`src/rtl/input_capture_pkg.sv`:
```
// Shared definitions for the board-pin front end: FSM states and debounce defaults.
package input_capture_pkg;

  localparam int DEB_CYCLES_DEF = 50000;
  localparam int CNT_W_DEF      = 16;

  typedef enum logic [1:0] {
    ST_IDLE    = 2'd0,
    ST_LAUNCH  = 2'd1,
    ST_RUN     = 2'd2,
    ST_RELEASE = 2'd3
  } state_t;

endpackage

```
`src/rtl/input_capture_debounce.sv`:
```
// Debouncer for an already-synchronized button: the level flips only after
// DEB_CYCLES consecutive cycles of disagreement; rise flags the cycle after a 0->1 flip.
module debounce
  import input_capture_pkg::*;
#(
  parameter int DEB_CYCLES = DEB_CYCLES_DEF,
  parameter int CNT_W      = CNT_W_DEF
) (
  input  logic Clk,
  input  logic Rst_n,
  input  logic raw,
  output logic lvl,
  output logic rise
);

  localparam logic [CNT_W-1:0] LAST = CNT_W'(DEB_CYCLES - 1);

  logic [CNT_W-1:0] r_cnt;
  logic             r_lvl;
  logic             r_lvl_q;

  always_ff @(posedge Clk) begin
    if (!Rst_n) begin
      r_cnt   <= '0;
      r_lvl   <= 1'b0;
      r_lvl_q <= 1'b0;
    end else begin
      r_lvl_q <= r_lvl;
      if (raw == r_lvl) begin
        r_cnt <= '0;
      end else if (r_cnt == LAST) begin
        // Flip and clear together, so the counter never reaches its wrap point.
        r_lvl <= raw;
        r_cnt <= '0;
      end else begin
        r_cnt <= r_cnt + 1'b1;
      end
    end
  end

  assign lvl  = r_lvl;
  assign rise = r_lvl & ~r_lvl_q;

endmodule

```
`src/rtl/input_capture.sv`:
```
// Board-pin front end: synchronizes button and operand switches, debounces the
// button, and issues one Start pulse per press with the operand latched in N.
module input_capture
  import input_capture_pkg::*;
#(
  parameter int DEB_CYCLES = DEB_CYCLES_DEF,
  parameter int CNT_W      = CNT_W_DEF
) (
  input  logic       Clk,
  input  logic       Rst_n,
  input  logic       Start_btn,
  input  logic [7:0] N_sw,
  input  logic       Done,
  output logic       Start,
  output logic [7:0] N,
  output logic       Ready
);

  logic [8:0] r_sync1;
  logic [8:0] r_sync2;
  logic       w_sync_btn;
  logic [7:0] w_sync_n;
  logic       w_lvl;
  logic       w_press;

  state_t     r_state;
  state_t     w_state_nxt;
  logic       w_load;
  logic       r_start;
  logic       r_ready;
  logic [7:0] r_n;

  // Button in bit 8, operand in bits 7:0.
  always_ff @(posedge Clk) begin
    if (!Rst_n) begin
      r_sync1 <= '0;
      r_sync2 <= '0;
    end else begin
      r_sync1 <= {Start_btn, N_sw};
      r_sync2 <= r_sync1;
    end
  end

  assign w_sync_btn = r_sync2[8];
  assign w_sync_n   = r_sync2[7:0];

  debounce #(
    .DEB_CYCLES(DEB_CYCLES),
    .CNT_W     (CNT_W)
  ) u_deb (
    .Clk  (Clk),
    .Rst_n(Rst_n),
    .raw  (w_sync_btn),
    .lvl  (w_lvl),
    .rise (w_press)
  );

  always_comb begin
    w_state_nxt = r_state;
    w_load      = 1'b0;
    case (r_state)
      ST_IDLE: begin
        if (w_press) begin
          w_load      = 1'b1;
          w_state_nxt = ST_LAUNCH;
        end
      end
      ST_LAUNCH:  w_state_nxt = Done ? ST_RELEASE : ST_RUN;
      ST_RUN:     if (Done) w_state_nxt = ST_RELEASE;
      // Wait for the button to come up so a long hold cannot relaunch.
      ST_RELEASE: if (!w_lvl) w_state_nxt = ST_IDLE;
      default:    w_state_nxt = ST_IDLE;
    endcase
  end

  // Outputs are registered from the next state so they track r_state exactly.
  always_ff @(posedge Clk) begin
    if (!Rst_n) begin
      r_state <= ST_IDLE;
      r_start <= 1'b0;
      r_ready <= 1'b1;
      r_n     <= 8'h00;
    end else begin
      r_state <= w_state_nxt;
      r_start <= (w_state_nxt == ST_LAUNCH);
      r_ready <= (w_state_nxt == ST_IDLE);
      if (w_load) r_n <= w_sync_n;
    end
  end

  assign Start = r_start;
  assign N     = r_n;
  assign Ready = r_ready;

endmodule

```
`config.mk`:
```
export PLATFORM = sky130hd
export DESIGN_NAME = input_capture
export DESIGN_NICKNAME = d
export VERILOG_FILES = /design/src/rtl/input_capture_pkg.sv /design/src/rtl/input_capture_debounce.sv /design/src/rtl/input_capture.sv
export SDC_FILE = /design/constraint.sdc
export NUM_CORES = 1
export LEC_CHECK = 0
export CAP_MARGIN = 20
export CELL_PAD_IN_SITES_DETAIL_PLACEMENT = 0
export CELL_PAD_IN_SITES_GLOBAL_PLACEMENT = 2
export CORE_UTILIZATION = 36
export CTS_BUF_LIST = sky130_fd_sc_hd__clkbuf_4 sky130_fd_sc_hd__clkbuf_8
export DETAILED_ROUTE_END_ITERATION = 16
export PLACE_DENSITY = 0.89
export SLEW_MARGIN = 0
export SYNTH_ARGS = -nofsm -noshare
export SYNTH_HDL_FRONTEND = slang
export SYNTH_HIERARCHICAL = 1
export SYNTH_SLANG_ARGS = --single-unit
```
`constraint.sdc`:
```
create_clock -name Clk -period 1.74 [get_ports Clk]
set_input_delay 0.261 -clock Clk [delete_from_list [all_inputs] [get_ports Clk]]
set_output_delay 0.261 -clock Clk [all_outputs]
set_load 0.005 [all_outputs]
```
==> reports/metrics.csv, run 1 <==
stage;metric;value;unit
clocking;root_buffer;clkbuf_8;
place;hpwl;2250;um
routing;drtPass1Iterations;4;
timing;setup_ws;0.171;ns
hold_path;hold_end;r_sync2[3];
synthesis;ys_top_cells_by_area;dfxtp_1 52%, and2_1 7.1%, mux2i_1 6.0%;
timing;timing.final.crit_share;90.2;%
clocking;clock_insertion_delay_worst_skew;0.29;ns
synthesis;seq_area_frac_synth;52.0;%
timing;hold_viol;0;
hold_path;holdCritStartpoint;r_sync1[3];
routing;routed_wl;3150;um
clocking;ctsResizeCount;0;
synthesis;yosys.area.top_type;dfxtp_1;
clocking;cts_max_path_buffers;2;
clocking;clk_pin_slew;0.09;ns
power_and_ir_drop;power.density;916;mW/mm2
timing;fmax;637;MHz
global_route;grt_start_max_net_pins;43;
worst_setup_path;crit_path_max_incr_delay;0.64;ns
routing;avgViaCountPerCell;4.60;
worst_setup_path;crit_family;simple AND/OR/NAND/NOR gates;
floorplanning;pin_count;22;
place;io_buffer_count;21;
layout;final_nets;225;
floorplanning;die_x;73.6;um
layout;drive_above_1_share;13.2;%
worst_setup_path;critPathKind;reg2reg;
floorplanning;fp-row-count;25;
floorplanning;coreArea;0.00482;mm2
routing;wl_per_cell;11.3;um
global_route;grt_pass1_wl;5260;um
worst_setup_path;r2r_slack;0.17;ns
worst_setup_path;cpMaxStageDelayCell;or4_2;
hold_path;hold_path_class;reg2reg;
timing;whs;0.437;ns
worst_setup_path;timing.rr.end;u_deb/r_cnt[10];
synthesis;syn_area_per_cell;10.3;um2
worst_setup_path;arrival;1.80;ns
place;gp_congestion;0.771;
synthesis;async_reset_ff_share;0;%
routing;postRouteAntennaNets;0;
synthesis;synth_seq_cells;48;
timing;slew_violations;0;
synthesis;synth_top_area_share;52.0;%
timing;setup_viol;0;
routing;drt_iter0_markers;54;
synthesis;yosys_warnings;6;
synthesis;synth_most_common_cell;dfxtp_1;
timing;tightest_slew;0.396;ns
place;postPlaceCellArea;0.00216;mm2
power_and_ir_drop;ir_drop;0.499;mV
worst_setup_path;crit_fanout;5;
synthesis;synthFlopType;dfxtp_1;
floorplanning;die_area;0.00542;mm2
timing;period_minus_slack;1.57;ns
clocking;cts_tree;done;
run;max-cap-violations;0;
timing;tns;0;ns
layout;antenna_cells;0;
layout;final_cell_area;0.00229;mm2
global_route;grt_pass1_vias;1178;
worst_setup_path;worst-path-buf-inv;0;
clocking;cts_num_sinks;48;
worst_setup_path;timing.rr.start;u_deb/r_cnt[1];
floorplanning;die_h;73.6;um
synthesis;syn-num-nets;193;
global_route;overflow;0;
clocking;holdBufCountCts;0;
routing;drc;0;
worst_setup_path;crit_path_end_kind;flop;
timing;finClkSkew;0.00810;ns
synthesis;synthDistinctLibCells;38;
global_route;grt_usage;12.9;%
worst_setup_path;worstPathRequired;1.97;ns
status;status;finished clean;
clocking;cts_buffers;5;
synthesis;synth_area;0.00185;mm2
global_route;antenna_found_initial;0;
timing;slew_headroom;73.4;%
worst_setup_path;crit_chain;ha_1 > nand3_1 > or4_2 > a21oi_1;
synthesis;yosys-top-cells-count;48 x dfxtp_1, 24 x nand2_1, 21 x and2_1;
power_and_ir_drop;p_leak;0.814;nW
synthesis;synthCells;180;
floorplanning;start_util;38.3;%
clocking;htreeDepth;2;
routing;vias;1283;
place;dp_slack;0.167;ns
synthesis;synth_edf_count;0;
layout;area_growth;24.1;%
worst_setup_path;reg2regPathDepth;4;
clocking;cts_setup_buffers;0;
worst_setup_path;worst_setup_path_start_kind;flop;
layout;nFillCells;470;
timing;rsz0062_at_grt;no;
hold_path;hold_depth;1;
layout make-up:
class | instances | area (um2) | area share [%]
clock buffer | 5 | 68.8 | 3.00
clock inverter | 2 | 60.1 | 2.62
inverter | 2 | 7.51 | 0.328
multi-input combinational | 122 | 810 | 35.3
sequential | 48 | 961 | 41.9
tap | 67 | 83.8 | 3.66
timing repair buffer | 33 | 300 | 13.1
power by group:
part,switching [mW],leakage [nW],internal [mW],total (mW)
combinational,0.0251,0.359,0.0381,0.0632
clock,0.349,0.0642,0.565,0.914
sequential,0.00493,0.391,1.12,1.12
total,0.379,0.814,1.72,2.10
cells by family (layout without fill, tap and decap cells):
logic type / count (synthesis) / after routing / share of synthesized area (%)
fa+ha+maj: 1 / 1 / 0.677
buf+inv: 10 / 42 / 4.13
xor+xnor: 12 / 12 / 5.69
compound gates: 10 / 10 / 4.95
flops: 48 / 48 / 52.0
mux: 11 / 11 / 5.96
simple gates: 88 / 88 / 26.6
worst register-to-register path, cell delays in order, from the launching register on:
cell and delay [ns]:
dfxtp_1 0.35, ha_1 0.20, nand3_1 0.17, or4_2 0.64, a21oi_1 0.16
how the worst max path moves through the flow:
| stage | from | slack, ns | depth (start not counted) | to |
|---|---|---|---|---|
| after floorplan | u_deb/r_cnt[7] | 0.13 | 5 | u_deb/r_cnt[11] |
| after global placement | u_deb/r_cnt[4] | 0.22 | 5 | u_deb/r_cnt[7] |
| after detailed placement | u_deb/r_cnt[0] | 0.17 | 4 | u_deb/r_cnt[10] |
| after CTS | u_deb/r_cnt[1] | 0.15 | 4 | u_deb/r_cnt[10] |
| after global routing | u_deb/r_cnt[1] | 0.04 | 4 | u_deb/r_cnt[10] |
| final | u_deb/r_cnt[1] | 0.17 | 4 | u_deb/r_cnt[10] |
placed cells by master, fill, tap and decap left out, types with 2 or more instances in the layout:
| cell type | Yosys | final |
|---|---|---|
| nor2_1 | 13 | 13 |
| nand4_1 | 4 | 4 |
| o31ai_1 | 2 | 2 |
| a21oi_1 | 2 | 2 |
| bufinv_16 | 0 | 2 |
| clkbuf_8 | 0 | 5 |
| dfxtp_1 | 48 | 48 |
| inv_1 | 2 | 2 |
| buf_4 | 2 | 12 |
| mux2i_1 | 11 | 11 |
| and3_1 | 2 | 2 |
| xnor2_1 | 6 | 6 |
| nand3b_1 | 2 | 2 |
| and2_1 | 21 | 21 |
| nand3_1 | 6 | 6 |
| clkdlybuf4s50_1 | 0 | 21 |
| nor4_1 | 4 | 4 |
| nand2_1 | 24 | 24 |
| xor2_1 | 6 | 6 |
per-layer routing:
metal / vias up / part of all wire [%] / global-route usage, % / wire length, um
met1: 582 / 47 / 15.2 / 1470
met4: 0 / 1.8 / 7.05 / 57
met2: 32 / 47 / 21.2 / 1480
li1: 663 / - / - / -
met5: - / 0 / 0 / 0
met3: 6 / 4.3 / 3.43 / 136
flip-flops by register name, indices dropped and copies added (netlist names):
register and count:
u_deb/lvl 1, r_state 2, u_deb/r_lvl_q 1, Start 1, N 8, r_sync1 9
r_sync2 9, Ready 1, u_deb/r_cnt 16
through the flow:
step	power, mW	instances	util (%)
floorplan	1.18	180	-
global placement	1.21	272	44.9
detailed placement	1.21	272	44.9
CTS	2.13	279	47.6
global route	2.18	279	47.6
finish	2.10	279	47.6
Power figures use the tool's default switching activity.
==> run 2: changes to the inputs <==
- CAP_MARGIN: 20 -> 10
- CORE_UTILIZATION: 36 -> 35
- PLACE_DENSITY: 0.89 -> 0.87
- TNS_END_PERCENT: not set -> 100
==> reports/metrics.csv, run 2 (synthesis gave the netlist of run 1 again) <==
stage;metric;value;unit
status;status;finished clean;
timing;finClkSkew;0.00196;ns
clocking;cts_tree;done;
global_route;overflow;0;
power_and_ir_drop;ir_drop;0.537;mV
floorplanning;die_area;0.00557;mm2
global_route;grt_pass1_vias;1082;
routing;drc;0;
place;io_buffer_count;21;
timing;period_minus_slack;1.56;ns
layout;final_cell_area;0.00233;mm2
layout;largest_reg_flops;16;
clocking;cts_num_sinks;48;
hold_path;hold_path_class;reg2reg;
power_and_ir_drop;power.density;867;mW/mm2
routing;vias;1295;
routing;postRouteAntennaNets;0;
worst_setup_path;critPathKind;reg2reg;
clocking;clk_pin_slew;0.09;ns
global_route;antenna_found_initial;0;
worst_setup_path;crit_path_end_kind;flop;
clocking;cts_setup_buffers;0;
timing;hold_viol;0;
routing;routed_wl;3060;um
clocking;clock_insertion_delay_worst_skew;0.30;ns
layout;fin_util;45.7;%
layout;top_register;u_deb/r_cnt;
routing;wl_per_cell;10.6;um
clocking;cts_buffers;5;
worst_setup_path;worstPathRequired;1.97;ns
timing;tns;0;ns
timing;setup_ws;0.178;ns
floorplanning;fp-row-count;26;
place;dp_slack;0.174;ns
clocking;htreeDepth;2;
clocking;ctsResizeCount;0;
timing;rsz0062_at_grt;no;
timing;whs;0.432;ns
floorplanning;die_h;74.6;um
timing;fmax;640;MHz
routing;drtPass1Iterations;6;
timing;setup_viol;0;
place;hpwl;2130;um
floorplanning;start_util;36.2;%
clocking;root_buffer;clkbuf_8;
layout;final_common_cell;dfxtp_1;
place;postPlaceCellArea;0.00221;mm2
run;max-cap-violations;0;
worst_setup_path;crit_fanout;5;
layout;regArea;961;um2
global_route;grt_start_max_net_pins;43;
clocking;holdBufCountCts;0;
global_route;grt_pass1_wl;4900;um
layout;antenna_cells;0;
layout;final_nets;231;
worst_setup_path;arrival;1.80;ns
layout;drive_above_1_share;16.0;%
floorplanning;coreArea;0.00511;mm2
timing;timing.final.crit_share;89.8;%
power_and_ir_drop;finalPower;2.02;mW
layout;multi_input_area;810;um2
floorplanning;pin_count;22;
routing;drt_iter0_markers;36;
routing;avgViaCountPerCell;4.48;
floorplanning;die_x;74.6;um
layout;stdcell_count;289;
power_and_ir_drop;p_leak;0.841;nW
place;gp_congestion;0.835;
timing;slew_headroom;75.0;%
layout;final_cell_mix;48 x dfxtp_1, 24 x nand2_1, 21 x and2_1, 21 x clkdlybuf4s50_1, 18 x buf_4;
global_route;grt_usage;11.9;%
worst_setup_path;r2r_slack;0.18;ns
place;dp_cells;281;
worst_setup_path;worst_setup_path_start_kind;flop;
layout;reg_top3;u_deb/r_cnt x16, r_sync1 x9, r_sync2 x9;
timing;slew_violations;0;
layout;area_growth;26.3;%
layout;nFillCells;490;
timing;tightest_slew;0.371;ns
clocking;cts_max_path_buffers;2;
## run 2: cell types whose count changed in the layout (fill, tap and decap cells not counted)
cell | previous run | this run
clkbuf_8 | 5 | 6
bufinv_16 | 2 | 1
buf_4 | 12 | 18
clkinv_4 | 0 | 1
## run 2: critical path: stages, from the launching register on
cell	delay (ns)
dfxtp_1	0.36
buf_4	0.14
and2_1	0.21
nand2_1	0.10
or4_2	0.54
a21oi_1	0.16
## run 2: layout make-up
type                    count  share of cell area (%)
clock buffers               6                    3.54
well taps                  70                    3.76
flip-flops and latches     48                    41.2
clock inverters             2                    1.66
inverters                   2                   0.322
multi-input cells         122                    34.7
repair buffers             39                    14.8
## run 2: worst paths after layout
kind                      to      startpoint  cells past startpoint
max          u_deb/r_cnt[10]  u_deb/r_cnt[4]                      5
min               r_sync2[4]      r_sync1[4]                      1
max reg2reg  u_deb/r_cnt[10]  u_deb/r_cnt[4]                      5
min reg2reg       r_sync2[4]      r_sync1[4]                      1
## run 2: where the power goes
group / leakage, nW / switching, mW / total (mW) / internal [mW]
Sequential: 0.391 / 0.00456 / 1.12 / 1.12
Combinational: 0.389 / 0.0240 / 0.0620 / 0.0380
Clock: 0.0614 / 0.368 / 0.838 / 0.470
Total: 0.841 / 0.396 / 2.02 / 1.63
## run 2: metal layers
layer | track usage [%] | wire length (um) | vias up
li1 | - | - | 681
met1 | 14.4 | 1480 | 593
met2 | 18.7 | 1430 | 15
met3 | 4.15 | 84 | 6
met4 | 6.29 | 69 | 0
met5 | 0 | 0 | -
==> run 3: changes to the inputs <==
- TNS_END_PERCENT: 100 -> not set
==> results of run 3 <==
The final DEF is identical to that of run 2; final timing and power are the same.
